===== src/rtl/mux16_arbiter_if.sv =====
// Handshake/bus bundle between the mux16 arbiter, its two requesters, the shared
// 16-bit two-input mux and the output consumer.
interface mux16_arbiter_if #(
    parameter int CNT_W = 8
);
    logic             req0;
    logic [15:0]      data0;
    logic             req1;
    logic [15:0]      data1;
    logic             gnt0;
    logic             gnt1;
    logic             control;
    logic [15:0]      mux_result;
    logic             out_valid;
    logic [15:0]      out_data;
    logic             out_src;
    logic             out_ready;
    logic [CNT_W-1:0] cnt0;
    logic [CNT_W-1:0] cnt1;

    // Requesters, mux and consumer side.
    modport master (
        output req0, data0, req1, data1, mux_result, out_ready,
        input  gnt0, gnt1, control, out_valid, out_data, out_src, cnt0, cnt1
    );

    // Arbiter side.
    modport slave (
        input  req0, data0, req1, data1, mux_result, out_ready,
        output gnt0, gnt1, control, out_valid, out_data, out_src, cnt0, cnt1
    );
endinterface


===== src/rtl/mux16_arbiter.sv =====
// Arbiter/sequencer for the shared 16-bit two-input mux with a one-entry output register.
// Define MUX16_ARB_RR_EN for round-robin contention; otherwise requester 0 has fixed priority.
module mux16_arbiter #(
    parameter int CNT_W = 8
) (
    input logic             clk,
    input logic             reset,
    mux16_arbiter_if.slave  bus
);
    logic        control_reg;
    logic        out_valid_reg;
    logic [15:0] out_data_reg;
    logic        out_src_reg;
    logic [1:0]  req;
    logic [1:0]  gnt;
    logic        sel;
    logic        take;
    logic        grant;
    logic        contend_sel;

`ifdef MUX16_ARB_RR_EN
    logic last_reg;

    always_ff @(posedge clk) begin
        if (reset) begin
            last_reg <= 1'b1;
        end else if (grant) begin
            last_reg <= sel;
        end
    end

    assign contend_sel = ~last_reg;
`else
    assign contend_sel = 1'b0;
`endif

    assign req = {bus.req1, bus.req0};

    // With no request the select holds, so the mux does not toggle needlessly.
    always_comb begin
        sel = control_reg;
        case (req)
            2'b01:   sel = 1'b0;
            2'b10:   sel = 1'b1;
            2'b11:   sel = contend_sel;
            default: sel = control_reg;
        endcase
        take  = !out_valid_reg || bus.out_ready;
        grant = !reset && take && (req != 2'b00);
        gnt   = 2'b00;
        if (grant) begin
            gnt[sel] = 1'b1;
        end
    end

    always_ff @(posedge clk) begin
        if (reset) begin
            control_reg   <= 1'b0;
            out_valid_reg <= 1'b0;
            out_data_reg  <= 16'h0000;
            out_src_reg   <= 1'b0;
        end else begin
            control_reg <= sel;
            if (grant) begin
                out_data_reg  <= bus.mux_result;
                out_src_reg   <= sel;
                out_valid_reg <= 1'b1;
            end else if (out_valid_reg && bus.out_ready) begin
                out_valid_reg <= 1'b0;
            end
        end
    end

    genvar gi;
    generate
        for (gi = 0; gi < 2; gi++) begin : g_cnt
            logic [CNT_W-1:0] cnt_reg;

            always_ff @(posedge clk) begin
                if (reset) begin
                    cnt_reg <= '0;
                end else if (gnt[gi] && (cnt_reg != '1)) begin
                    cnt_reg <= cnt_reg + CNT_W'(1);
                end
            end
        end
    endgenerate

    assign bus.gnt0      = gnt[0];
    assign bus.gnt1      = gnt[1];
    assign bus.control   = sel;
    assign bus.out_valid = out_valid_reg;
    assign bus.out_data  = out_data_reg;
    assign bus.out_src   = out_src_reg;
    assign bus.cnt0      = g_cnt[0].cnt_reg;
    assign bus.cnt1      = g_cnt[1].cnt_reg;
endmodule


===== src/flat_wrapper.sv =====
// flat-port wrapper written by rule: the top's interface ports become plain ports
module mux16_arbiter_flat 
#(
    parameter int CNT_W = 8
)
  (clk, reset, bus_req0, bus_data0, bus_req1, bus_data1, bus_mux_result, bus_out_ready, bus_gnt0, bus_gnt1, bus_control, bus_out_valid, bus_out_data, bus_out_src, bus_cnt0, bus_cnt1);
  mux16_arbiter_if #(.CNT_W(CNT_W)) bus_i ();
  input logic clk;
  input logic reset;
  input wire logic [$bits(bus_i.req0)-1:0] bus_req0;
  input wire logic [$bits(bus_i.data0)-1:0] bus_data0;
  input wire logic [$bits(bus_i.req1)-1:0] bus_req1;
  input wire logic [$bits(bus_i.data1)-1:0] bus_data1;
  input wire logic [$bits(bus_i.mux_result)-1:0] bus_mux_result;
  input wire logic [$bits(bus_i.out_ready)-1:0] bus_out_ready;
  output wire logic [$bits(bus_i.gnt0)-1:0] bus_gnt0;
  output wire logic [$bits(bus_i.gnt1)-1:0] bus_gnt1;
  output wire logic [$bits(bus_i.control)-1:0] bus_control;
  output wire logic [$bits(bus_i.out_valid)-1:0] bus_out_valid;
  output wire logic [$bits(bus_i.out_data)-1:0] bus_out_data;
  output wire logic [$bits(bus_i.out_src)-1:0] bus_out_src;
  output wire logic [$bits(bus_i.cnt0)-1:0] bus_cnt0;
  output wire logic [$bits(bus_i.cnt1)-1:0] bus_cnt1;
  assign bus_i.req0 = bus_req0;
  assign bus_i.data0 = bus_data0;
  assign bus_i.req1 = bus_req1;
  assign bus_i.data1 = bus_data1;
  assign bus_i.mux_result = bus_mux_result;
  assign bus_i.out_ready = bus_out_ready;
  assign bus_gnt0 = bus_i.gnt0;
  assign bus_gnt1 = bus_i.gnt1;
  assign bus_control = bus_i.control;
  assign bus_out_valid = bus_i.out_valid;
  assign bus_out_data = bus_i.out_data;
  assign bus_out_src = bus_i.out_src;
  assign bus_cnt0 = bus_i.cnt0;
  assign bus_cnt1 = bus_i.cnt1;
  mux16_arbiter #(.CNT_W(CNT_W)) u_core (.clk(clk), .reset(reset), .bus(bus_i));
endmodule

===== config.mk =====
export PLATFORM = sky130hd
export DESIGN_NAME = mux16_arbiter_flat
export DESIGN_NICKNAME = d
export VERILOG_FILES = /design/src/rtl/mux16_arbiter_if.sv /design/src/rtl/mux16_arbiter.sv /design/src/flat_wrapper.sv
export SDC_FILE = /design/constraint.sdc
export NUM_CORES = 1
export LEC_CHECK = 0
export CORE_UTILIZATION = 40
export DETAILED_ROUTE_END_ITERATION = 6
export PLACE_DENSITY = 0.89
export SLEW_MARGIN = 0
export SYNTH_ARGS = -nofsm -noshare
export SYNTH_HDL_FRONTEND = slang
export SYNTH_SLANG_ARGS = --single-unit

===== constraint.sdc =====
create_clock -name clk -period 3.05 [get_ports clk]
set_clock_uncertainty 0.05 [all_clocks]
set_input_delay 0.4575 -clock clk [delete_from_list [all_inputs] [get_ports clk]]
set_output_delay 0.4575 -clock clk [all_outputs]
set_load 0.05 [all_outputs]

==> impl_metrics.ini <==
[floorplan]
floorplan.die_area_um2 = 4010
floorplan.die.width_um = 63.3
start_util_pct = 43.3
fp.coreArea_um2 = 3470
die_y_um = 63.3
placementRows = 21
floorplan.io_pins = 90

[finish]
postLayoutCellArea_um2 = 2160
largest_reg_flops = 16
layout-drive-gt1-share_pct = 6.58
area_delta_synth_final_pct = 44.0
fin_nets = 284
num-fill-cells = 322
number_of_inserted_diodes = 0

[timing]
setup_slack_ns = 0.527
hold_viol_final = 0
unrepaired_setup_endpoints_after_global_routing = no
report.final.setup_viol = 0
final.setup.tns_ns = 0
worst-slew-pin-transition_ns = 1.12
whs_ns = 0.437
clock.fmax_mhz = 396
slew_limit_fails = 0
period_share_pct = 82.7
timing.max_slew.rel_slack_pct = 25.2
finalWorstPathRequiredPeriod_ns = 2.52

[detailed_routing]
drc = 0
detail_route.wirelength_mm = 3.47
count_of_nets_left_with_antenna_violations_after_detail_routing = 0
vias_per_cell = 5.27
via_count = 1444
dr.first_iter.drc_count = 82
detailedRoute.firstPassIterationCount = 4
wl_per_cell_um = 12.6

[global_route]
grt_antenna_before_repair = 0
largest_net_degree_at_the_start_of_global_routing = 24
globalRouteOverflowTotal = 0
first_pass_grt_wire_length_mm = 5.93
grt_usage_pct = 18.8
first_global_vias = 1321

[clock_network]
numCtsBuffers = 5
clk-insertion-delay-late_ns = 0.28
clock_tree.buffer_depth = 2
post_cts.resized_instances = 0
clock_pin_slew_worst_setup_and_hold_paths_ns = 0.06
tritoncts = done
clock_tree.htree_level_count = 2
numClockSinks = 35
post_cts_hold_buffer_count = 0
post_cts_buffers = 0
cts_root_buf = clkbuf_8

[outcome]
run_status = finished, final reports clean

[worst_setup_path]
worstPathMaxFanout = 13
r2r-start = u_core.bus.out_valid$_SDFFE_PP0P_
cp_slowest_stage_delay_ns = 0.67
crit_type = in -> out
setup.reg_to_reg.worst_slack_ns = 1.22
worst_r2r_path_depth = 4
timing.critical_path.cells = clkdlybuf4s50_1, or4b_4, inv_1, buf_4
reg2reg_to = u_core.bus.cnt1[5]$_SDFFE_PP0P_
start_kind = input port
arrival_time_worst_endpoint_ns = 2.02
critical_path.startpoint = bus_req0
kind_of_end_point_of_the_critical_path = output pin
worstPathRequired_ns = 2.54
critical-path-slowest-cell = or4b_4

[logic_synthesis]
synth_enable_flop_cells = 0
postSynthNetCount = 227
dominantRegCellSynth = dfxtp_1
synth_adder_area_share_pct = 1.67
postSynthRegisterBits = 35
dominant_combinational_cell_family_by_area_after_synthesis = simple AND/OR/NAND/NOR gates
post_synth_mux_area_share_pct = 2.83
syn-cell-area_um2 = 1500
synth_xor_xnor_area_share_pct = 0
simple_gate_fraction_of_synth_area_pct = 25.6
synth_compound_area_share_pct = 18.2
synth.yosys.seq_area_share_pct = 46.6
postSynthAreaPerCell_um2 = 8.74
synthesis.yosys.warnings = 0
synth.distinct_cells = 34
async_flop_share_pct = 0
syn_inst = 172

[worst_hold_path]
hp-start = u_core.bus.out_data[2]$_SDFFE_PP0P_
min-delay-path-class = reg -> reg
hold_path_depth = 2
min_to = u_core.bus.out_data[2]$_SDFFE_PP0P_

[pwr]
pwr-share-clk_pct = 30.1
fin_total_pwr_uw = 1000
share_seq_of_total_power_pct = 49.0
leakagePower_uw = 0.000846
p_comb_share_pct = 20.9
net-switching-power_uw = 296
p_sw_share_pct = 29.4
ir_drop_v = 0.000324
internal_power_uw = 709
power_density_nw_per_um2 = 464

[placement]
io_buffers = 57
pre_cts_slack_ns = 0.497
gp_congestion = 0.772
dpl_cell_area_um2 = 2090
dp_hpwl_mm = 2.42

[job]
max_cap_viol_count = 0
-- worst max-delay path by stage --
stage | to | depth (start not counted)
6_report | bus_gnt1 | 4
5_1_grt | bus_gnt1 | 4
4_1_cts | bus_gnt1 | 4
3_5_place_dp | u_core.bus.out_data[5]$_SDFFE_PP0P_ | 6
3_3_place_gp | u_core.bus.out_data[0]$_SDFFE_PP0P_ | 6
2_1_floorplan | u_core.bus.cnt0[1]$_SDFFE_PP0P_ | 5
-- area by class of cell --
type                            instances  area (um^2)  share of cell area, %
Multi-Input combinational cell        123          731                   33.8
Sequential cell                        35          701                   32.4
Tap cell                               46         57.6                   2.66
Inverter                                4         15.0                  0.694
Timing Repair Buffer                   60          588                   27.2
Clock buffer                            6         72.6                   3.35
-- critical path, delay by kind of cell --
kind,cells,cell delay (ns)
AND/OR/NAND/NOR,1,0.67
buffers and inverters,3,0.88
-- per-stage QoR --
| step | utilization [%] | std cells |
|---|---|---|
| after floorplan | - | 172 |
| after global placement | 60.3 | 268 |
| after detailed placement | 60.3 | 268 |
| after CTS | 62.4 | 274 |
| after global routing | 62.4 | 274 |
| final | 62.4 | 274 |
-- cell usage after synthesis, types with 2 or more instances --
library cell  instances  area share (%)
a21oi_1               6             2.0
a311oi_1              2             1.2
a31oi_1               3             1.2
and3_1                3             1.2
buf_6                 3             2.2
clkbuf_1              6             1.5
dfxtp_1              35              47
ha_1                  2             1.7
inv_1                 4             1.0
mux2i_1               2             1.3
nand2_1              37             9.2
nand3_1               8             2.7
nand4_1               3             1.2
nor2_1                8             2.0
nor2b_1               3             1.2
nor3_1                6             2.0
nor4_1                2            0.83
nor4_2                2             1.7
o211ai_1             16             8.0
o21ai_0               4             1.3
o311ai_1              3             1.7
o41ai_1               2             1.2
-- cells by family after synthesis --
group | count (synthesis)
buffers and inverters | 14
flip-flops | 35
multiplexers | 4
adder cells (fa/ha/maj) | 2
AO/OA/AOI/OAI | 39
AND/OR/NAND/NOR | 78
-- layer usage --
metal	GRT usage, %	routed length [um]
met1	22.5	1570
met2	30.6	1640
met3	8.15	242
met4	5.11	14
met5	0	0
-- power by group through the flow --
stage | Clock [uW] | Sequential, uW | Combinational, uW
floorplan | 0 | 575 | 56.2
CTS | 308 | 493 | 211
global route | 331 | 495 | 223
detailed placement | 0 | 502 | 211
finish | 302 | 493 | 210
global placement | 0 | 502 | 208
-- layout by cell type (no fill, tap or decap) --
cell             netlist  final
nand2b_1               1      1
dfxtp_1               35     35
a21oi_1                6      6
or3_1                  1      1
nand3_1                8      8
and4_1                 1      1
mux2_1                 1      1
clkdlybuf4s50_1        0     55
a311oi_1               2      2
o311ai_1               3      3
a21o_1                 1      1
nor2_1                 8      8
nor3_2                 0      1
o41ai_1                2      2
nand3b_1               1      1
mux2_2                 1      1
mux2i_1                2      2
a31oi_1                3      3
nor4_2                 2      2
nor2b_1                3      3
and3_1                 3      3
nand2_1               37     37
o21ai_0                4      4
a211oi_1               1      1
clkbuf_8               0      5
nand4_1                3      3
clkbuf_1               6      1
nor3_1                 6      5
ha_1                   2      2
o31ai_1                1      1
nor4_1                 2      2
buf_4                  0      5
or4b_4                 1      1
and4b_1                1      1
o211ai_1              16     16
inv_1                  4      4
No activity file was read; power rests on OpenSTA's default activity.
